===== src/rtl/intersection_phase_arbiter_if.sv =====
// Request/lamp bundle between the intersection controller and its surroundings.
// The master drives the timebase and requests; the slave (the arbiter) drives the lamps.
interface intersection_phase_arbiter_if;
    logic        tick;
    logic [3:0]  req;
    logic        emg_req;
    logic [1:0]  emg_dir;
    logic [11:0] lamps;
    logic [1:0]  active;
    logic        emg_ack;

    modport master (
        output tick, req, emg_req, emg_dir,
        input  lamps, active, emg_ack
    );

    modport slave (
        input  tick, req, emg_req, emg_dir,
        output lamps, active, emg_ack
    );
endinterface


===== src/rtl/intersection_phase_arbiter.sv =====
// Four-approach green-phase scheduler: round-robin with min/max green, yellow and
// all-red clearance, plus emergency preemption to a selected approach.
module intersection_phase_arbiter #(
    parameter int MIN_GREEN = 5,
    parameter int MAX_GREEN = 15,
    parameter int YELLOW_T  = 3,
    parameter int ALLRED_T  = 2,
    parameter int TW        = 5
) (
    input  logic                          clk,
    input  logic                          rst,
    intersection_phase_arbiter_if.slave   bus
);

    typedef enum logic [1:0] {
        ALL_RED  = 2'd0,
        GREEN    = 2'd1,
        YELLOW   = 2'd2,
        EMG_HOLD = 2'd3
    } state_t;

    localparam logic [2:0] LAMP_GREEN  = 3'b001;
    localparam logic [2:0] LAMP_YELLOW = 3'b010;
    localparam logic [2:0] LAMP_RED    = 3'b100;

    localparam logic [TW-1:0] TIMER_SAT   = TW'(MAX_GREEN);
    localparam logic [TW-1:0] MIN_LAST    = TW'(MIN_GREEN - 1);
    localparam logic [TW-1:0] MAX_LAST    = TW'(MAX_GREEN - 1);
    localparam logic [TW-1:0] YELLOW_LAST = TW'(YELLOW_T - 1);
    localparam logic [TW-1:0] ALLRED_LAST = TW'(ALLRED_T - 1);

    state_t        state;
    logic [TW-1:0] timer;
    logic [1:0]    active;
    logic [1:0]    pointer;
    logic [1:0]    emg_q;
    logic          emg_held;

    logic [1:0]    emg_target;
    logic [1:0]    grant;
    logic          any_req;
    logic          others_req;
    logic          allred_done;
    logic          yellow_done;
    logic          green_may_end;
    logic [11:0]   lamps;

    // Nearest requester after ptr wins; ptr itself is considered last.
    function automatic logic [1:0] rr_pick(input logic [3:0] r, input logic [1:0] ptr);
        logic [1:0] idx;
        rr_pick = ptr;
        for (int k = 4; k >= 1; k--) begin
            idx = ptr + 2'(k);
            if (r[idx]) rr_pick = idx;
        end
    endfunction

    // NOTE: every signal driven here gets a value before any branch so no latch is inferred.
    always_comb begin
        emg_target    = emg_held ? emg_q : bus.emg_dir;
        any_req       = |bus.req;
        grant         = rr_pick(bus.req, pointer);
        others_req    = |(bus.req & ~(4'b0001 << active));
        allred_done   = bus.tick && (timer >= ALLRED_LAST);
        yellow_done   = bus.tick && (timer >= YELLOW_LAST);
        green_may_end = bus.tick && (timer >= MIN_LAST) && others_req &&
                        (!bus.req[active] || (timer >= MAX_LAST));
    end

    // NOTE: state registers use non-blocking assignments; later assignments in the
    // same edge (e.g. timer clear on a state change) override the default increment.
    always_ff @(posedge clk or negedge rst) begin
        if (!rst) begin
            state    <= ALL_RED;
            timer    <= '0;
            active   <= 2'd0;
            pointer  <= 2'd3;
            emg_q    <= 2'd0;
            emg_held <= 1'b0;
        end else begin
            // A dropped request always clears the latch; exit from EMG_HOLD needs emg_req=0 too.
            if (!bus.emg_req) begin
                emg_held <= 1'b0;
            end else if (!emg_held) begin
                emg_held <= 1'b1;
                emg_q    <= bus.emg_dir;
            end

            if (bus.tick && (timer != TIMER_SAT)) begin
                timer <= timer + TW'(1);
            end

            case (state)
                ALL_RED: begin
                    if (allred_done) begin
                        if (bus.emg_req) begin
                            state   <= EMG_HOLD;
                            active  <= emg_target;
                            pointer <= emg_target;
                            timer   <= '0;
                        end else if (any_req) begin
                            state   <= GREEN;
                            active  <= grant;
                            pointer <= grant;
                            timer   <= '0;
                        end
                    end
                end

                GREEN: begin
                    if (bus.emg_req) begin
                        state <= (emg_target == active) ? EMG_HOLD : YELLOW;
                        timer <= '0;
                    end else if (green_may_end) begin
                        state <= YELLOW;
                        timer <= '0;
                    end
                end

                YELLOW: begin
                    if (yellow_done) begin
                        state <= ALL_RED;
                        timer <= '0;
                    end
                end

                EMG_HOLD: begin
                    if (!bus.emg_req) begin
                        state <= YELLOW;
                        timer <= '0;
                    end
                end

                default: begin
                    state <= ALL_RED;
                    timer <= '0;
                end
            endcase
        end
    end

    always_comb begin
        lamps = {4{LAMP_RED}};
        case (state)
            GREEN, EMG_HOLD: lamps[3*int'(active) +: 3] = LAMP_GREEN;
            YELLOW:          lamps[3*int'(active) +: 3] = LAMP_YELLOW;
            default:         lamps = {4{LAMP_RED}};
        endcase
    end

    assign bus.lamps   = lamps;
    assign bus.active  = active;
    assign bus.emg_ack = (state == EMG_HOLD);

    logic [3:0] live;
    always_comb begin
        for (int i = 0; i < 4; i++) begin
            live[i] = (lamps[3*i +: 3] != LAMP_RED);
        end
    end

    a_single_live: assert property (@(posedge clk) disable iff (!rst) $onehot0(live));
    a_ack_owner:   assert property (@(posedge clk) disable iff (!rst)
                                    (state == EMG_HOLD) |-> (active == emg_q));

endmodule


===== src/flat_wrapper.sv =====
// flat-port wrapper written by rule: the top's interface ports become plain ports
module intersection_phase_arbiter_flat 
#(
    parameter int MIN_GREEN = 5,
    parameter int MAX_GREEN = 15,
    parameter int YELLOW_T  = 3,
    parameter int ALLRED_T  = 2,
    parameter int TW        = 5
)
  (clk, rst, bus_tick, bus_req, bus_emg_req, bus_emg_dir, bus_lamps, bus_active, bus_emg_ack);
  intersection_phase_arbiter_if bus_i ();
  input  logic clk;
  input  logic rst;
  input wire logic [$bits(bus_i.tick)-1:0] bus_tick;
  input wire logic [$bits(bus_i.req)-1:0] bus_req;
  input wire logic [$bits(bus_i.emg_req)-1:0] bus_emg_req;
  input wire logic [$bits(bus_i.emg_dir)-1:0] bus_emg_dir;
  output wire logic [$bits(bus_i.lamps)-1:0] bus_lamps;
  output wire logic [$bits(bus_i.active)-1:0] bus_active;
  output wire logic [$bits(bus_i.emg_ack)-1:0] bus_emg_ack;
  assign bus_i.tick = bus_tick;
  assign bus_i.req = bus_req;
  assign bus_i.emg_req = bus_emg_req;
  assign bus_i.emg_dir = bus_emg_dir;
  assign bus_lamps = bus_i.lamps;
  assign bus_active = bus_i.active;
  assign bus_emg_ack = bus_i.emg_ack;
  intersection_phase_arbiter #(.MIN_GREEN(MIN_GREEN), .MAX_GREEN(MAX_GREEN), .YELLOW_T(YELLOW_T), .ALLRED_T(ALLRED_T), .TW(TW)) u_core (.clk(clk), .rst(rst), .bus(bus_i));
endmodule

===== config.mk =====
export PLATFORM = sky130hd
export DESIGN_NAME = intersection_phase_arbiter_flat
export DESIGN_NICKNAME = d
export VERILOG_FILES = /design/src/rtl/intersection_phase_arbiter_if.sv /design/src/rtl/intersection_phase_arbiter.sv /design/src/flat_wrapper.sv
export SDC_FILE = /design/constraint.sdc
export NUM_CORES = 1
export LEC_CHECK = 0
export ABC_CLOCK_PERIOD_IN_PS = 2000
export CORE_AREA = 2 2 51 53
export CTS_BUF_LIST = sky130_fd_sc_hd__clkbuf_4 sky130_fd_sc_hd__clkbuf_8
export DETAILED_ROUTE_END_ITERATION = 10
export DIE_AREA = 0 0 53 55
export PLACE_DENSITY = 0.85
export SYNTH_ARGS = -nofsm -noshare
export SYNTH_HDL_FRONTEND = slang
export SYNTH_SLANG_ARGS = --single-unit

===== constraint.sdc =====
create_clock -name clk -period 2 [get_ports clk]
set_input_delay 0.3 -clock clk [delete_from_list [all_inputs] [get_ports clk]]
set_output_delay 0.3 -clock clk [all_outputs]
set_load 0.01 [all_outputs]

==> results of run 1 <==
-- state kept, by name, indices dropped and copies added, names as in the netlist --
register           count
u_core.timer           5
u_core.state           2
u_core.pointer         2
u_core.emg_held        1
u_core.emg_q           2
u_core.bus.active      2
-- routing by layer --
layer	global-route usage (%)	vias to the layer above	part of all wire, %
met3	2.96	4	4.4
met1	25.3	503	41
met4	7.69	0	1.2
li1	-	482	-
met5	0	-	0
met2	38.5	30	53
-- worst min path at each step --
| stage | slack [ns] | startpoint | cells past startpoint | end |
|---|---|---|---|---|
| global route | 0.46 | rst | 1 | u_core.timer[1] |
| finish | 0.40 | rst | 1 | u_core.timer[0] |
| global placement | 0.49 | u_core.emg_q[0] | 1 | u_core.emg_q[0] |
| detailed placement | 0.49 | u_core.emg_q[1] | 1 | u_core.emg_q[1] |
| floorplan | 0.004 | rst | 0 | u_core.bus.active[0] |
| CTS | 0.43 | rst | 1 | u_core.emg_q[0] |
-- cell type report --
type,count,area (µm²)
inverter,6,22.5
timing repair buffer,37,345
multi-input combinational,87,716
fill,207,851
sequential,14,357
clock buffer,4,36.3
tap,30,37.5
-- per-stage QoR --
step / setup TNS (ns) / util [%] / setup slack, ns
2_1_floorplan: 0 / - / 0.168
5_1_grt: -0.0140 / 64.0 / -0.0140
4_1_cts: 0 / 62.4 / 0.000423
6_report: 0 / 64.0 / 0.0590
3_3_place_gp: -0.0149 / 60.5 / -0.0149
3_5_place_dp: -0.248 / 60.5 / -0.0620
-- cells in the final DEF, fill, tap and decap left out, types with 3 or more instances in the layout --
master,Yosys,routed
a21oi_1,6,6
buf_4,1,13
clkbuf_4,0,3
clkdlybuf4s50_1,0,18
dfrtp_1,12,9
dfrtp_2,0,3
dlymetal6s2s_1,0,4
ha_1,4,4
inv_1,6,5
mux2_2,5,5
mux2i_1,6,6
nand2_1,4,4
nand2b_1,7,6
nand3_1,3,3
nor2_1,9,9
nor3_1,3,3
o211ai_1,3,3
xor2_1,3,3
-- critical path, cell delays in order (launching register included) --
cell,delay [ns]
dfrtp_2,0.46
or2_4,0.29
nand3_1,0.09
clkdlybuf4s50_1,0.53
-- report_power, final --
| group | leakage (nW) | switching (mW) | internal, mW | total (mW) |
|---|---|---|---|---|
| registers | 0.168 | 0.168 | 0.396 | 0.564 |
| logic | 0.473 | 0.521 | 0.610 | 1.13 |
| clock network | 0.0210 | 0.0898 | 0.110 | 0.200 |
-- cell families after synthesis --
logic type	synth area share, %
adders and majority gates	4.48
muxes	12.4
DFF	31.6
and+or+nand+nor	21.4
AOI/OAI and AO/OA	20.7
xor gates and xnor gates	3.92
buffers and inverters	5.49
-- what timing repair did --
action                                  in CTS  in global routing
pin swaps                                    0                  0
hold buffers                                 0                  0
endpoints found under the setup margin      10                 12
gates resized for setup                      5                  8
buffers inserted                             1                  2
==> flow_summary.toml, run 1 <==
[timing]
post-route-period-util_pct = 97.0
rsz0062_at_grt = "true"
final_hold_viol_count = 0
slew_headroom_pct = 59.6
fmax_mhz = 515
finalMaxSlewViolations = 0
finalSetupViolCount = 0
min_period_ns = 1.94
worst_pin_slew_ns = 0.605
whs_ns = 0.404
fin_skew_ns = 0.00190

[logic_synthesis]
synthFlopType = "dfrtp_1"
yosys-top-cells-area = "dfrtp_1 27%, mux2i_1 5.4%, mux2_2 5.0%"
yosys.cell_types.count = 44
syn-num-nets = 126
yosysWarnings = 0
synth_edf_count = 0
ys_ff_latch = 14
synth_seq_area_share_pct = 31.6
synth-async-reset-ratio_pct = 100
synth_common_cells = "12 x dfrtp_1, 9 x nor2_1, 7 x nand2b_1"
synth_top_cell_by_area = "dfrtp_1"
syn_avg_cell_area_um2 = 9.98
yosys.cell_count.top_type = "dfrtp_1"
netlist_instances = 112
synth_top_area_share_pct = 26.9
syn-cell-area_mm2 = 0.00112

[placement]
port_buffers = 24
gp_congestion = 0.798
place_area_mm2 = 0.00143
hpwl_um = 2110
placed_cells = 171

[layout]
stdcell_count = 178
area_growth_pct = 35.5
final_cell_area_mm2 = 0.00151
drive_gt1_share_pct = 29.1
n_antenna_cell = 0
fin_nets = 163

[floorplan]
core_area_mm2 = 0.00236
die_area_mm2 = 0.00292
rows = 18
ioPinCount = 25
start_util_pct = 47.2
die_y_um = 55
die_x_um = 53

[critical_path]
cp-startpoint = "u_core.state[1]"
cp.arrival_ns = 1.64
worstPathMaxFanout = 7
r2r_slack_ns = 0.14
r2r_end = "u_core.bus.active[0]"
path_class = "reg2out"
rr_startpoint = "u_core.timer[1]"
cp-end-kind = "primary output"
reg2regPathDepth = 4
worstSetupStartpointType = "register"
crit_required_ns = 1.70
critPathCapture = "bus_lamps[11]"

[grt]
antenna_found_initial = 0
grt.overflow.total = 0
grt_usage_pct = 21.1
grt_pass1_wl_um = 4470
first_global_vias = 987
grt_start_max_net_pins = 15

[routing]
drtPass1Iterations = 4
num_vias = 1019
via_per_inst = 5.72
routed_wl_um = 2730
drt_iter0_drc = 18
antenna_left = 0
drc = 0
wire_per_inst_um = 15.3

[clock_tree]
cts_tree = "yes"
htreeDepth = 1
clk_pin_slew_worst_paths_ns = 0.08
clock_latency_ns = 0.27
numCtsBuffers = 3
cts_buffer_depth = 2
cts_root_buf = "clkbuf_4"
cts_sinks = 14

[hold_path]
hold_path.class = "in2async"

[run_status]
outcome = "complete, no violations"

[power_and_ir_drop]
leakage_nw = 0.662
ir_worst_vdd_mv = 0.853
p_per_area_mw_per_mm2 = 1250
power.total_mw = 1.90

[job]
maxCapViolations = 0
Note: power is estimated with default switching activity, not from simulation.
==> inputs of run 2 (changes only) <==
- ABC_CLOCK_PERIOD_IN_PS: 2000 -> 2300
- SKIP_LAST_GASP: not set -> 1
- clock period: 2 -> 2.3 ns (I/O delays scaled with it)
==> run 2 against run 1 <==
Cell count is 5.1% lower. Worst setup slack better by 0.071 ns. Sequential share of layout area is 1.2 points higher. Largest cell class unchanged. Register-to-register slack better by 0.26 ns. Sequential power is 12% lower. Hold slack better by 0.042 ns. Routed wire length is 6.7% lower. Core utilization is 3.9 points lower. Clock-buffer cell count stayed put. Sequential cell count stayed put. Total power is 17% lower.
==> flow_summary.toml, run 2 (synthesized netlist as in run 1, its figures left out) <==
[clock_tree]
numCtsBuffers = 3
cts_hold_buf = 0
cts_resized = 0
cts_tree = "yes"
clk_pin_slew_worst_paths_ns = 0.09
clock_latency_ns = 0.28
cts_sinks = 14
cts_buffer_depth = 2
post_cts_buffers = 0
htreeDepth = 1
cts_root_buf = "clkbuf_4"

[critical_path]
worstPathMaxFanout = 8
cp.arrival_ns = 1.83
cp-end-kind = "primary output"
r2r_slack_ns = 0.40
reg2regPathDepth = 8
rr_startpoint = "u_core.timer[0]"
crit_required_ns = 1.96
path_class = "reg2out"
r2r_end = "u_core.timer[3]"
worstSetupStartpointType = "register"

[layout]
top_register = "u_core.timer"
mostFrequentLayoutCell = "clkdlybuf4s50_1"
fin_nets = 154
n_fill_cell = 199
area_growth_pct = 27.3
drive_gt1_share_pct = 20.1
largest_register_ffs = 5
regArea_um2 = 353
n_antenna_cell = 0
layout_common_cells = "24 x clkdlybuf4s50_1, 12 x dfrtp_1, 9 x nor2_1, 7 x nand2b_1"
final_cell_area_mm2 = 0.00142
multiInputGateArea_um2 = 703

[placement]
port_buffers = 24
hpwl_um = 1970
place_area_mm2 = 0.00139
gp_congestion = 0.825

[power_and_ir_drop]
ir_worst_vdd_mv = 0.850
p_per_area_mw_per_mm2 = 1100
leakage_nw = 0.569

[grt]
grt.overflow.total = 0
grt_start_max_net_pins = 15
grt_usage_pct = 20.1
antenna_found_initial = 0
first_global_vias = 943
grt_pass1_wl_um = 4210

[routing]
wl_met2_um = 1270
routed_wl_um = 2550
antenna_left = 0
wire_per_inst_um = 15.1
wl_met3_um = 44
num_vias = 945
top_layer = "met4"
via_per_inst = 5.59
wl_met1_um = 1200
drtPass1Iterations = 4
drt_iter0_drc = 26
drc = 0

[timing]
slew_headroom_pct = 57.7
finalMaxSlewViolations = 0
finalSetupViolCount = 0
final_hold_viol_count = 0
tns_ns = 0
worst_pin_slew_ns = 0.633
whs_ns = 0.446
fmax_mhz = 461
min_period_ns = 2.17
fin_skew_ns = 0.000852
rsz0062_at_grt = "false"
post-route-period-util_pct = 94.4

[floorplan]
die_y_um = 55
ioPinCount = 25
start_util_pct = 47.2
die_area_mm2 = 0.00292
die_x_um = 53
rows = 18
core_area_mm2 = 0.00236

[job]
maxCapViolations = 0

[run_status]
outcome = "complete, no violations"

[hold_path]
hold_path.class = "in2async"
run 2: cell types whose count changed in the layout (fill, tap and decap cells not counted), sizes merged:
cell	change
buf	-9
clkdlybuf4s50	+6
dlymetal6s2s	-4
dlygate4sd2	-2
run 2: cell type report:
class,count,share of cell area (%)
repair buffers,28,19.0
multi-input cells,87,49.4
flip-flops and latches,14,24.8
inverters,6,1.58
clock buffers,4,2.55
well taps,30,2.64
run 2: metrics by stage:
stage	setup WS [ns]	total power [mW]	instances	util, %
6_report	0.130	1.57	169	60.2
5_1_grt	0.0411	1.68	169	60.2
4_1_cts	0.110	1.57	169	60.2
3_5_place_dp	0.141	1.38	165	58.6
3_3_place_gp	0.191	1.36	165	58.6
2_1_floorplan	0.468	1.08	112	-
run 2: routing by layer:
metal	global-route usage [%]	vias to the layer above
met5	0	-
met4	7.69	0
met3	1.88	4
met2	35.4	13
met1	25.7	460
li1	-	468
run 2: how the worst max path moves through the flow:
stage                    startpoint  slack (ns)              end
floorplan           u_core.timer[0]        0.47  u_core.timer[4]
global placement         bus_req[3]        0.19  u_core.state[0]
detailed placement       bus_req[0]        0.14  u_core.state[0]
CTS                 u_core.state[0]        0.11     bus_lamps[7]
global route        u_core.state[0]        0.04     bus_lamps[7]
finish              u_core.state[0]        0.13     bus_lamps[7]
run 2: critical path, cell delays in order, from the launching register on:
cell and delay [ns]:
dfrtp_1 0.48, inv_2 0.14, nand2_1 0.11, nor3b_1 0.23, clkdlybuf4s50_1 0.58
run 2: power breakdown:
| group | internal (mW) | total, mW | leakage, nW | switching [mW] |
|---|---|---|---|---|
| clock network | 0.0964 | 0.183 | 0.0210 | 0.0866 |
| registers | 0.339 | 0.494 | 0.172 | 0.155 |
| logic | 0.478 | 0.891 | 0.376 | 0.414 |
